$ cat src/rtl/receiver2b.sv
// Two-frame 8N1 serial receiver: reassembles low byte then high byte into a 16-bit word.
// Optional inter-frame timeout is enabled by defining RX2B_TIMEOUT_EN.
module receiver2b #(
  parameter int unsigned CLKS_PER_BIT = 16,
  parameter int unsigned TIMEOUT_BITS = 20
) (
  input  logic        clk,
  input  logic        rst_n,
  input  logic        rx,
  output logic [15:0] data_out,
  output logic        data_valid,
  output logic        framing_error,
  output logic        timeout_error,
  output logic [1:0]  state_out
);

  localparam int unsigned TickW = $clog2(CLKS_PER_BIT);
  localparam logic [TickW-1:0] TickMid = TickW'(CLKS_PER_BIT / 2 - 1);
  localparam logic [TickW-1:0] TickEnd = TickW'(CLKS_PER_BIT - 1);

  if (CLKS_PER_BIT < 4 || (CLKS_PER_BIT % 2) != 0 || TIMEOUT_BITS == 0) begin : g_param_check
    $error("receiver2b: CLKS_PER_BIT must be even and >= 4, TIMEOUT_BITS nonzero");
  end

  typedef enum logic [1:0] {
    StIdle  = 2'd0,
    StStart = 2'd1,
    StData  = 2'd2,
    StStop  = 2'd3
  } state_e;

  logic             r_rx_meta, r_rx_s, r_rx_s_d;
  state_e           r_state, w_state_d;
  logic [TickW-1:0] r_tick, w_tick_d;
  logic [2:0]       r_bit_cnt, w_bit_cnt_d;
  logic [7:0]       r_shift, w_shift_d;
  logic [7:0]       r_low_byte, w_low_byte_d;
  logic             r_byte_idx, w_byte_idx_d;
  logic [15:0]      r_data_out, w_data_out_d;
  logic             r_data_valid, w_data_valid_d;
  logic             r_framing_error, w_framing_error_d;
  logic             w_fall;

`ifdef RX2B_TIMEOUT_EN
  localparam int unsigned ToW = $clog2(TIMEOUT_BITS * CLKS_PER_BIT);
  localparam logic [ToW-1:0] ToLast = ToW'(TIMEOUT_BITS * CLKS_PER_BIT - 1);
  logic [ToW-1:0] r_to_cnt, w_to_cnt_d;
  logic           r_timeout_error, w_timeout_error_d;
`endif

  // Synchronizer idles high so reset never looks like a start edge.
  always_ff @(posedge clk or negedge rst_n) begin
    if (!rst_n) begin
      r_rx_meta <= 1'b1;
      r_rx_s    <= 1'b1;
      r_rx_s_d  <= 1'b1;
    end else begin
      r_rx_meta <= rx;
      r_rx_s    <= r_rx_meta;
      r_rx_s_d  <= r_rx_s;
    end
  end

  assign w_fall = r_rx_s_d & ~r_rx_s;

  always_comb begin
    w_state_d         = r_state;
    w_tick_d          = r_tick;
    w_bit_cnt_d       = r_bit_cnt;
    w_shift_d         = r_shift;
    w_low_byte_d      = r_low_byte;
    w_byte_idx_d      = r_byte_idx;
    w_data_out_d      = r_data_out;
    w_data_valid_d    = 1'b0;
    w_framing_error_d = 1'b0;
`ifdef RX2B_TIMEOUT_EN
    w_to_cnt_d        = r_to_cnt;
    w_timeout_error_d = 1'b0;
`endif
    unique case (r_state)
      StIdle: begin
        if (w_fall) begin
          w_tick_d  = '0;
          w_state_d = StStart;
`ifdef RX2B_TIMEOUT_EN
          w_to_cnt_d = '0;
`endif
        end
`ifdef RX2B_TIMEOUT_EN
        if (!w_fall && r_byte_idx) begin
          if (r_to_cnt == ToLast) begin
            w_to_cnt_d        = '0;
            w_byte_idx_d      = 1'b0;
            w_low_byte_d      = '0;
            w_timeout_error_d = 1'b1;
          end else begin
            w_to_cnt_d = r_to_cnt + ToW'(1);
          end
        end
`endif
      end
      StStart: begin
        if (r_tick == TickMid) begin
          w_tick_d = '0;
          if (!r_rx_s) begin
            w_bit_cnt_d = '0;
            w_state_d   = StData;
          end else begin
            w_state_d = StIdle;
          end
        end else begin
          w_tick_d = r_tick + TickW'(1);
        end
      end
      StData: begin
        if (r_tick == TickEnd) begin
          w_tick_d  = '0;
          w_shift_d = {r_rx_s, r_shift[7:1]};
          if (r_bit_cnt == 3'd7) begin
            w_state_d = StStop;
          end else begin
            w_bit_cnt_d = r_bit_cnt + 3'd1;
          end
        end else begin
          w_tick_d = r_tick + TickW'(1);
        end
      end
      StStop: begin
        if (r_tick == TickEnd) begin
          w_tick_d  = '0;
          w_state_d = StIdle;
          if (!r_rx_s) begin
            w_framing_error_d = 1'b1;
            w_byte_idx_d      = 1'b0;
            w_low_byte_d      = '0;
          end else if (!r_byte_idx) begin
            w_low_byte_d = r_shift;
            w_byte_idx_d = 1'b1;
          end else begin
            w_data_out_d   = {r_shift, r_low_byte};
            w_data_valid_d = 1'b1;
            w_byte_idx_d   = 1'b0;
          end
        end else begin
          w_tick_d = r_tick + TickW'(1);
        end
      end
    endcase
  end

  always_ff @(posedge clk or negedge rst_n) begin
    if (!rst_n) begin
      r_state         <= StIdle;
      r_tick          <= '0;
      r_bit_cnt       <= '0;
      r_shift         <= '0;
      r_low_byte      <= '0;
      r_byte_idx      <= 1'b0;
      r_data_out      <= '0;
      r_data_valid    <= 1'b0;
      r_framing_error <= 1'b0;
`ifdef RX2B_TIMEOUT_EN
      r_to_cnt        <= '0;
      r_timeout_error <= 1'b0;
`endif
    end else begin
      r_state         <= w_state_d;
      r_tick          <= w_tick_d;
      r_bit_cnt       <= w_bit_cnt_d;
      r_shift         <= w_shift_d;
      r_low_byte      <= w_low_byte_d;
      r_byte_idx      <= w_byte_idx_d;
      r_data_out      <= w_data_out_d;
      r_data_valid    <= w_data_valid_d;
      r_framing_error <= w_framing_error_d;
`ifdef RX2B_TIMEOUT_EN
      r_to_cnt        <= w_to_cnt_d;
      r_timeout_error <= w_timeout_error_d;
`endif
    end
  end

  assign data_out      = r_data_out;
  assign data_valid    = r_data_valid;
  assign framing_error = r_framing_error;
  assign state_out     = r_state;
`ifdef RX2B_TIMEOUT_EN
  assign timeout_error = r_timeout_error;
`else
  assign timeout_error = 1'b0;
`endif

endmodule

$ cat config.mk
export PLATFORM = sky130hd
export DESIGN_NAME = receiver2b
export DESIGN_NICKNAME = d
export VERILOG_FILES = /design/src/rtl/receiver2b.sv
export SDC_FILE = /design/constraint.sdc
export NUM_CORES = 1
export LEC_CHECK = 0
export BUFFER_PORTS_ARGS = -buffer_cell sky130_fd_sc_hd__buf_2
export CORE_UTILIZATION = 57
export CTS_CLUSTER_SIZE = 14
export DETAILED_ROUTE_END_ITERATION = 16
export PLACE_DENSITY = 0.82
export SETUP_SLACK_MARGIN = 0.3
export SYNTH_ARGS = -nofsm -noshare
export SYNTH_HDL_FRONTEND = slang
export SYNTH_SLANG_ARGS = --single-unit
$ cat constraint.sdc
create_clock -name clk -period 2.15 [get_ports clk]
set_input_delay 0.215 -clock clk [delete_from_list [all_inputs] [get_ports clk]]
set_output_delay 0.215 -clock clk [all_outputs]
set_load 0.005 [all_outputs]
==> impl_metrics.tcl <==
set metrics [dict create \
    rsz0062_at_grt "no" \
    start_kind "flop" \
    worst_slew_pin_slew_ns 0.535 \
    worstPathArrival_ns 1.95 \
    drc 0 \
    syn_inst 169 \
    syn_to_final_growth_pct 15.3 \
    gp_congestion 0.800 \
    clock_path_buffers 2 \
    drv_slew 0 \
    hold_viol 0 \
    synthTopCellsByCount "dfrtp_1 (44), mux2_2 (18), inv_1 (12)" \
    critical_path.cell_chain "ha_2 -> and4_4 -> nand4_4 -> buf_12 -> mux2_4" \
    grt_pass1_vias 1273 \
    drive_gt1_share_pct 39.9 \
    irDropWorstVdd_v 0.000479 \
    synth-edff-count 0 \
    ys_types 41 \
    required_ns 2.34 \
    yosysTopAreaCell "dfrtp_1" \
    initial_core_util_pct 61.7 \
    syn_area_per_cell_sq_um 12.6 \
    path_buf_inv 1 \
    fin_nets 203 \
    grtUsageMet3_pct 5.47 \
    worst-setup-path-type "flop to flop" \
    dp.cells 230 \
    grt_use_met1_pct 27.9 \
    vias_per_cell 5.65 \
    antennaDiodeCount 0 \
    cts_num_sinks 47 \
    timing.rr.end "data_out[14]$_DFFE_PN0P_" \
    worstPathMaxFanout 16 \
    cp_slowest_stage_delay_ns 0.44 \
    ys_seq_area_share_pct 55.6 \
    period_needed_ns 1.76 \
    die_y_microns 63.0 \
    fmax_mhz 567 \
    clock_latency_ns 0.30 \
    finalCritPeriodShare_pct 82.1 \
    firstDrtPassIters 4 \
    cts_buffers 5 \
    dieArea_sq_um 3970 \
    cts_tree "yes" \
    synth_ff_type "dfrtp_1" \
    endpoint_kind "flop" \
    path_clk_slew_ns 0.08 \
    grt_overflow_total 0 \
    met2_usage_pct 30.2 \
    htreeDepth 2 \
    hold_path.class "primary input to asynchronous set/reset pin" \
    r2r_cells 5 \
    power_leakage_nw 1.29 \
    r2r_start "r_tick[0]$_DFFE_PN0N_" \
    grt_pass1_wl_mm 6.08 \
    synthTopCellsByArea "dfrtp_1 (52%), mux2_2 (9.6%), mux2_4 (6.4%)" \
    vias 1379 \
    synth_seq_cells 47 \
    yosys.area.top_type_share_pct 51.9 \
    die_x_microns 63.0 \
    drt_iter0_drc 45 \
    skew_ns 0.00450 \
    port_buffers 22 \
    critPathTopFamily "flip-flops" \
    routedWlPerCell_microns 15.3 \
    hpwl_mm 2.51 \
    slew_headroom_pct 64.3 \
    grt_antenna_before_repair 0 \
    track_usage_pct 20.3 \
    rrSetupSlack_ns 0.39 \
    cpMaxStageDelayCell "dfrtp_1" \
    ios 24 \
    tns_ns 0 \
    coreArea_sq_um 3440 \
    syn_area_sq_um 2120 \
    root_buffer "clkbuf_8" \
    stdcell_count 244 \
    routed_wl_mm 3.74 \
    setup.worst_path.start "r_tick[0]$_DFFE_PN0N_" \
    postRouteAntennaNets 0 \
    grt_busiest_layer "met2" \
    setup_violations 0 \
    grt_max_degree 19 \
    yosys_warnings 0 \
    status "finished clean" \
    synth_nets 175 \
    async_flop_share_pct 100 \
    rows 21 \
    yosysMostFrequentCell "dfrtp_1" \
    power_density_nw_per_um2 918 \
    drv_cap 0 \
]
==> registers in the layout, indices dropped and copies added, names as in the netlist, named ones only <==
name           flops
data_out          16
data_valid         1
framing_error      1
r_bit_cnt          3
r_byte_idx         1
r_low_byte         8
r_rx_meta          1
r_rx_s             1
r_rx_s_d           1
r_shift            8
r_tick             4
state_out          1
==> cell families after synthesis <==
| kind of cell | Yosys count | share of synthesized area (%) |
|---|---|---|
| flip-flops | 47 | 55.6 |
| AND/OR/NAND/NOR | 40 | 11.6 |
| multiplexers | 28 | 16.4 |
| AO/OA/AOI/OAI | 26 | 9.08 |
| buffers and inverters | 23 | 5.01 |
| adder cells (fa/ha/maj) | 3 | 1.77 |
| other | 1 | 0.177 |
| XOR/XNOR | 1 | 0.413 |
==> metrics by stage <==
stage          hold WS (ns)  worst slack (ns)  power [mW]  cell area (sq um)  utilization [%]
2_1_floorplan       -0.0806             0.476        1.46               2120                -
3_3_place_gp          0.126             0.250        1.54               2260             65.6
3_5_place_dp          0.137             0.164        1.57               2260             65.6
5_1_grt               0.355             0.321        2.37               2450             71.1
6_report              0.339             0.385        2.25               2450             71.1
4_1_cts               0.339             0.341        2.25               2430             70.6
==> worst register-to-register path, cell delays in order (launching register included) <==
cell and delay (ns):
dfrtp_1 0.44, ha_2 0.28, and4_4 0.28, nand4_4 0.13, buf_12 0.20, mux2_4 0.31
==> where the power goes <==
part           internal, mW  switching [mW]  total (mW)
clock                 0.376           0.288       0.664
sequential            0.964           0.166        1.13
combinational         0.229           0.224       0.453
==> layer usage <==
metal	wire [microns]	vias up	part of all wire, %
li1	-	653	-
met2	1790	29	48
met1	1740	688	46
met3	148	9	4.0
met5	0	-	0
met4	68	0	1.8
==> cells in the final DEF (no fill, tap or decap), types with 3 or more instances in the layout <==
cell type,count
inv_1,12
buf_4,7
mux2_4,9
nand3_1,5
clkbuf_8,6
nand2b_1,3
and3_1,3
nand2_1,5
dfrtp_1,44
a31o_2,5
nor2b_1,3
nand4_1,5
o211ai_1,3
nor2_1,5
mux2_2,18
a31oi_1,7
dfstp_2,3
buf_2,22
==> cell type report <==
class	instances	area [sq um]
Clock buffer	6	82.6
Tap cell	46	57.6
Sequential cell	47	1180
Multi-Input combinational cell	99	843
Timing Repair Buffer	32	203
Fill cell	244	996
Inverter	12	45.0
Clock inverter	2	35.0
==> worst max-delay path by stage <==
stage,endpoint,slack [ns],cells after the start
floorplan,data_out[10]$_DFFE_PN0P_,0.48,5
global placement,data_out[10]$_DFFE_PN0P_,0.25,4
global route,r_bit_cnt[1]$_DFFE_PN0P_,0.32,3
finish,data_out[14]$_DFFE_PN0P_,0.39,5
detailed placement,data_out[14]$_DFFE_PN0P_,0.16,4
CTS,data_out[14]$_DFFE_PN0P_,0.34,5
==> what timing repair did <==
action / in CTS / in global routing
setup endpoints to repair: 24 / 14
setup buffers: 2 / 2
gates resized for setup: 2 / 0
endpoints found under the hold margin: 15 / 0
pin swaps: 0 / 1
hold buffers: 2 / 0
No activity file was read; power rests on OpenSTA's default activity.
